File: src/rtl/ps2_host_tx.sv
// Host-to-device PS/2 transmitter: inhibit, request-to-send, shift one byte, read device ACK.
// Optional PS2_TX_RETRY_EN: one automatic retry after a NACK or timeout before reporting.
module ps2_host_tx #(
  parameter int unsigned INHIBIT_CYC = 5000,
  parameter int unsigned SETUP_CYC   = 50,
  parameter int unsigned TIMEOUT_CYC = 750000
) (
  input  logic       clk,
  input  logic       rst_n,
  input  logic [7:0] tx_data,
  input  logic       tx_start,
  input  logic       ps2k_clk_in,
  input  logic       ps2k_data_in,
  output logic       ps2k_clk_oe,
  output logic       ps2k_data_oe,
  output logic       busy,
  output logic       done,
  output logic       ack_err,
  output logic       timeout
);

  localparam int unsigned PH_MAX = (INHIBIT_CYC > SETUP_CYC) ? INHIBIT_CYC : SETUP_CYC;
  localparam int unsigned CNT_W  = $clog2(PH_MAX + 1);
  localparam int unsigned TO_W   = $clog2(TIMEOUT_CYC + 1);

  typedef enum logic [2:0] {
    S_IDLE, S_INHIBIT, S_REQ, S_SEND, S_ACK, S_WAIT_IDLE
  } state_t;

  state_t             r_state, w_state_nxt;
  logic [CNT_W-1:0]   r_cnt, w_cnt_nxt;
  logic [TO_W-1:0]    r_tcnt, w_tcnt_nxt;
  logic [3:0]         r_bit_cnt, w_bit_nxt;
  logic [9:0]         r_frame, w_frame_nxt;
  logic               r_nack, w_nack_nxt;
  logic               r_clk_oe, w_clk_oe_nxt;
  logic               r_data_oe, w_data_oe_nxt;
  logic               r_busy, w_busy_nxt;
  logic               r_done, w_done_nxt;
  logic               r_ack_err, w_ack_err_nxt;
  logic               r_timeout, w_timeout_nxt;
  logic [2:0]         r_clk_s;
  logic [1:0]         r_data_s;
  logic               w_fall, w_to_hit, w_end, w_end_nack, w_end_to;
`ifdef PS2_TX_RETRY_EN
  logic               r_retried, w_retried_nxt;
`endif

  // Pin synchronisers; third clock stage gives the falling-edge compare.
  always_ff @(posedge clk or negedge rst_n) begin
    if (!rst_n) begin
      r_clk_s  <= 3'b111;
      r_data_s <= 2'b11;
    end else begin
      r_clk_s  <= {r_clk_s[1:0], ps2k_clk_in};
      r_data_s <= {r_data_s[0], ps2k_data_in};
    end
  end

  assign w_fall   = r_clk_s[2] & ~r_clk_s[1];
  assign w_to_hit = (r_tcnt == TO_W'(TIMEOUT_CYC - 1));

  always_ff @(posedge clk or negedge rst_n) begin
    if (!rst_n) begin
      r_state   <= S_IDLE;
      r_cnt     <= '0;
      r_tcnt    <= '0;
      r_bit_cnt <= '0;
      r_frame   <= '0;
      r_nack    <= 1'b0;
      r_clk_oe  <= 1'b0;
      r_data_oe <= 1'b0;
      r_busy    <= 1'b0;
      r_done    <= 1'b0;
      r_ack_err <= 1'b0;
      r_timeout <= 1'b0;
`ifdef PS2_TX_RETRY_EN
      r_retried <= 1'b0;
`endif
    end else begin
      r_state   <= w_state_nxt;
      r_cnt     <= w_cnt_nxt;
      r_tcnt    <= w_tcnt_nxt;
      r_bit_cnt <= w_bit_nxt;
      r_frame   <= w_frame_nxt;
      r_nack    <= w_nack_nxt;
      r_clk_oe  <= w_clk_oe_nxt;
      r_data_oe <= w_data_oe_nxt;
      r_busy    <= w_busy_nxt;
      r_done    <= w_done_nxt;
      r_ack_err <= w_ack_err_nxt;
      r_timeout <= w_timeout_nxt;
`ifdef PS2_TX_RETRY_EN
      r_retried <= w_retried_nxt;
`endif
    end
  end

  always_comb begin
    w_state_nxt   = r_state;
    w_cnt_nxt     = r_cnt;
    w_tcnt_nxt    = r_tcnt;
    w_bit_nxt     = r_bit_cnt;
    w_frame_nxt   = r_frame;
    w_nack_nxt    = r_nack;
    w_clk_oe_nxt  = r_clk_oe;
    w_data_oe_nxt = r_data_oe;
    w_busy_nxt    = r_busy;
    w_done_nxt    = 1'b0;
    w_ack_err_nxt = 1'b0;
    w_timeout_nxt = 1'b0;
    w_end         = 1'b0;
    w_end_nack    = 1'b0;
    w_end_to      = 1'b0;
`ifdef PS2_TX_RETRY_EN
    w_retried_nxt = r_retried;
`endif

    case (r_state)
      S_IDLE: begin
        w_clk_oe_nxt  = 1'b0;
        w_data_oe_nxt = 1'b0;
        if (tx_start) begin
          w_frame_nxt  = {1'b1, ~^tx_data, tx_data};
          w_busy_nxt   = 1'b1;
          w_cnt_nxt    = '0;
          w_clk_oe_nxt = 1'b1;
          w_state_nxt  = S_INHIBIT;
`ifdef PS2_TX_RETRY_EN
          w_retried_nxt = 1'b0;
`endif
        end
      end
      S_INHIBIT: begin
        if (r_cnt == CNT_W'(INHIBIT_CYC - 1)) begin
          w_cnt_nxt     = '0;
          w_data_oe_nxt = 1'b1;
          w_state_nxt   = S_REQ;
        end else begin
          w_cnt_nxt = r_cnt + CNT_W'(1);
        end
      end
      S_REQ: begin
        if (r_cnt == CNT_W'(SETUP_CYC - 1)) begin
          w_cnt_nxt    = '0;
          w_clk_oe_nxt = 1'b0;
          w_bit_nxt    = '0;
          w_tcnt_nxt   = '0;
          w_state_nxt  = S_SEND;
        end else begin
          w_cnt_nxt = r_cnt + CNT_W'(1);
        end
      end
      S_SEND, S_ACK, S_WAIT_IDLE: begin
        w_tcnt_nxt = r_tcnt + TO_W'(1);
        if (w_to_hit) begin
          w_end    = 1'b1;
          w_end_to = 1'b1;
        end else if (r_state == S_SEND) begin
          if (w_fall) begin
            w_data_oe_nxt = ~r_frame[r_bit_cnt];
            w_bit_nxt     = r_bit_cnt + 4'd1;
            if (r_bit_cnt == 4'd9) w_state_nxt = S_ACK;
          end
        end else if (r_state == S_ACK) begin
          if (w_fall) begin
            w_nack_nxt  = r_data_s[1];
            w_state_nxt = S_WAIT_IDLE;
          end
        end else if (r_clk_s[1] && r_data_s[1]) begin
          w_end      = 1'b1;
          w_end_nack = r_nack;
        end
      end
      default: w_state_nxt = S_IDLE;
    endcase

    // Frame outcome: report and release, or (with retry) go round once more.
    if (w_end) begin
      w_state_nxt   = S_IDLE;
      w_clk_oe_nxt  = 1'b0;
      w_data_oe_nxt = 1'b0;
      w_busy_nxt    = 1'b0;
      w_done_nxt    = 1'b1;
      w_ack_err_nxt = w_end_nack;
      w_timeout_nxt = w_end_to;
`ifdef PS2_TX_RETRY_EN
      if (!r_retried && (w_end_nack || w_end_to)) begin
        w_retried_nxt = 1'b1;
        w_state_nxt   = S_INHIBIT;
        w_cnt_nxt     = '0;
        w_clk_oe_nxt  = 1'b1;
        w_busy_nxt    = 1'b1;
        w_done_nxt    = 1'b0;
        w_ack_err_nxt = 1'b0;
        w_timeout_nxt = 1'b0;
      end
`endif
    end
  end

  assign ps2k_clk_oe  = r_clk_oe;
  assign ps2k_data_oe = r_data_oe;
  assign busy         = r_busy;
  assign done         = r_done;
  assign ack_err      = r_ack_err;
  assign timeout      = r_timeout;

endmodule

File: config.mk
export PLATFORM = sky130hd
export DESIGN_NAME = ps2_host_tx
export DESIGN_NICKNAME = d
export VERILOG_FILES = /design/src/rtl/ps2_host_tx.sv
export SDC_FILE = /design/constraint.sdc
export NUM_CORES = 1
export LEC_CHECK = 0
export BUFFER_PORTS_ARGS = -buffer_cell sky130_fd_sc_hd__buf_4
export CORE_ASPECT_RATIO = 1.5
export CORE_MARGIN = 2
export CORE_UTILIZATION = 55
export DETAILED_ROUTE_END_ITERATION = 10
export GPL_TIMING_DRIVEN = 0
export PLACE_DENSITY_LB_ADDON = 0.1
export SLEW_MARGIN = 25
export SYNTH_ARGS = -nofsm -noshare
export SYNTH_HDL_FRONTEND = slang
export SYNTH_SLANG_ARGS = --single-unit
export TNS_END_PERCENT = 10
File: constraint.sdc
create_clock -name clk -period 2.25 [get_ports clk]
set_input_delay 0.1125 -clock clk [delete_from_list [all_inputs] [get_ports clk]]
set_output_delay 0.1125 -clock clk [all_outputs]
set_load 0.01 [all_outputs]
==> impl_metrics.csv <==
group,metric,value,unit
floorplan,die_area,0.006437,sq mm
finish,n_fill_cell,476,
route,num_vias,2408,
floorplan,ioPinCount,19,
route,drt_iter0_markers,109,
power,power.density,976.4,mW/mm^2
critical_path,crit_type,"reg -> reg",
run_status,status,"finished, final reports clean",
logic_synthesis,synth.avg_cell_area,10.29,sq um
critical_path,worstSetupEndpointType,"flip-flop",
clock_tree,cts_tree,"done",
clock_tree,clk_pin_slew,0.07,ns
timing,fin_crit,2.138,ns
clock_tree,htree_levels,3,
grt,grt_pass1_wl,11.15,mm
logic_synthesis,synth-seq-area-share,0.4884,
critical_path,crit_fanout,10,
logic_synthesis,synth_edf_count,0,
logic_synthesis,syn-num-nets,328,
clock_tree,cts_made_buffers,9,
clock_tree,cts_root_buffer,"clkbuf_8",
finish,regArea,0.001558,sq mm
critical_path,worstPathRequired,2.48,ns
critical_path,arrival,2.37,ns
finish,nNetsFinal,360,
timing,grt_setup_unrepaired,"false",
logic_synthesis,synth.area.top_cells,"dfrtp_1, xnor2_1, nor2_1, mux2_2, dfstp_2",
job,max_cap_violations,0,
logic_synthesis,netlist_instances,310,
placement,place_inst,400,
grt,antenna_found_initial,0,
grt,overflow,0,
clock_tree,clk_path_buf_depth,2,
timing,setup_viol_count_final,0,
route,drc_errors,0,
critical_path,start_kind,"flip-flop",
logic_synthesis,synth.distinct_cells,50,
floorplan,die_y,97.27,um
power,total_power,3.597,mW
finish,final_util,0.6462,
timing,period_share,0.9501,
logic_synthesis,async_reset_ff_frac,1.000,
placement,portBuffers,18,
timing,drv_slew,0,
timing,hold_violations,0,
timing,worst_pin_slew,0.8342,ns
route,viasPerCell,5.761,
worst_hold_path,hp-class,"in -> reg",
floorplan,die_w,66.18,um
grt,grt_pass1_vias,2463,
placement,place_congestion,0.9418,
finish,area_delta_synth_final,15.50,%
finish,fin_cells,418,
logic_synthesis,yosys_warnings,0,
route,post_drt_wl_per_cell,15.61,um
timing,fmax,0.4678,GHz
grt,grt_max_degree,63,
floorplan,core,0.005700,sq mm
timing,slew_headroom,0.4405,
route,routed_wl,6.525,mm
grt,track_usage,0.2258,
finish,drive_gt1_frac,0.1936,
logic_synthesis,syn_area,0.003189,sq mm
placement,dp_hpwl,4.655,mm
power,vdd_drop_max,690.4,uV
logic_synthesis,synth_top_area_cell,"dfrtp_1",
finish,multi_input_area,0.001565,sq mm
floorplan,rows,34,
finish,diodes,0,
logic_synthesis,synth-main-ff-cell,"dfrtp_1",
floorplan,initial_core_util,0.5595,
logic_synthesis,synth.top_cell.area_share,0.4472,
timing,setup_tns,0,ns
timing,fin_skew,0.004948,ns
route,firstDrtPassIters,4,
logic_synthesis,synth-seq-cells,62,
clock_tree,clk_latency,0.34,ns
route,ant_nets,0,
power,cellLeakagePower,1.589,nW
clock_tree,cts.sinks,62,
-- repair_timing --
item,4_1_cts,5_1_grt
gates resized for setup,0,4
hold endpoints to repair,59,0
endpoints found under the setup margin,0,23
setup buffers,0,0
hold buffers,3,0
-- power breakdown --
group          leakage, nW  total (mW)  switching [mW]  internal, mW
Clock                0.109        1.10           0.417         0.678
Sequential           0.790        1.54           0.205          1.33
Combinational        0.690       0.964           0.530         0.434
-- state kept, by name, indices dropped and copies added (netlist names) --
name	flops
timeout	1
done	1
r_frame	10
r_nack	1
r_tcnt	20
ps2k_clk_oe	1
r_cnt	13
r_state	3
r_data_s	2
ack_err	1
busy	1
r_bit_cnt	4
ps2k_data_oe	1
r_clk_s	3
-- cell usage after synthesis (all sizes together) (2+ instances only) --
library cell,count
nand2,18
buf,5
dfstp,5
and2,2
nor3,12
or2,4
or3,3
nor2b,4
clkbuf,6
and4,6
o22ai,3
mux2i,5
and3,2
ha,5
nor4,3
dfrtp,57
nor4b,2
nand4,12
a21oi,8
o211ai,2
nor4bb,2
mux2,12
o31ai,4
nand3,20
o21ai,11
xnor2,16
nand3b,4
nand2b,4
a21o,2
a22o,2
or4,2
nor2,38
inv,6
xor2,14
-- layout make-up --
type,instances,share of cell area
Multi-Input combinational cell,231,0.4249
Sequential cell,62,0.4229
Timing Repair Buffer,21,0.04484
Clock buffer,12,0.04212
Tap cell,72,0.02446
Clock inverter,3,0.01834
Buffer,11,0.01630
Inverter,6,0.006114
-- worst max-delay path: stages (launching register included) --
cell and delay (ns):
dfrtp_1 0.43, or4_1 0.57, nor4_4 0.45, nor2b_1 0.19
buf_4 0.19, buf_8 0.14, nor2_1 0.05
-- path summary, 6_finish.rpt --
check	cells past startpoint	slack (ns)	endpoint	from
setup / recovery	6	0.11	r_tcnt[19]	r_cnt[9]
hold / removal	2	0.02	r_frame[5]	tx_data[5]
setup reg to reg	6	0.11	r_tcnt[19]	r_cnt[9]
hold reg to reg	0	0.36	r_clk_s[1]	r_clk_s[0]
max in group asynchronous	2	1.36	r_cnt[1]	rst_n
min in group asynchronous	2	0.38	r_tcnt[8]	rst_n
-- placed cells by master, fill, tap and decap left out, drive strengths merged, types with 5 or more instances in the layout --
| master | n |
|---|---|
| nand4 | 12 |
| buf | 23 |
| and4 | 6 |
| o21ai | 11 |
| ha | 5 |
| nor2 | 38 |
| dfstp | 5 |
| a21oi | 8 |
| clkbuf | 18 |
| dfrtp | 57 |
| nand3 | 20 |
| xnor2 | 16 |
| xor2 | 14 |
| nand2 | 18 |
| mux2i | 5 |
| nor3 | 12 |
| mux2 | 12 |
| inv | 6 |
-- stage by stage --
step / hold WS [ns] / worst slack, ns / instance area [sq um]
after CTS: 0.01133 / 0.02347 / 3667
final: 0.01679 / 0.1122 / 3684
after global placement: 0.2209 / 0.04150 / 3415
after detailed placement: 0.2220 / 0.03193 / 3415
after global routing: 0.01854 / 0.01329 / 3684
after floorplan: -0.1831 / 0.2801 / 3189
-- cell families (layout without fill, tap and decap cells) --
logic type                 after synthesis  in the layout  share of synthesized area
xor gates and xnor gates                30             30                    0.08238
adders and majority gates                5              5                    0.01962
buffers and inverters                   17             53                    0.02589
and+or+nand+nor                        141            141                     0.2421
DFF                                     62             62                     0.4884
muxes                                   17             17                    0.05806
AOI/OAI and AO/OA                       38             38                    0.08356
-- metal layers --
metal	track usage	part of all wire	up-vias
met5	0	0	-
met4	0.1020	0.029	0
met3	0.05098	0.027	16
met2	0.4015	0.55	35
met1	0.2465	0.40	1193
li1	-	-	1164
Power figures use the tool's default switching activity.
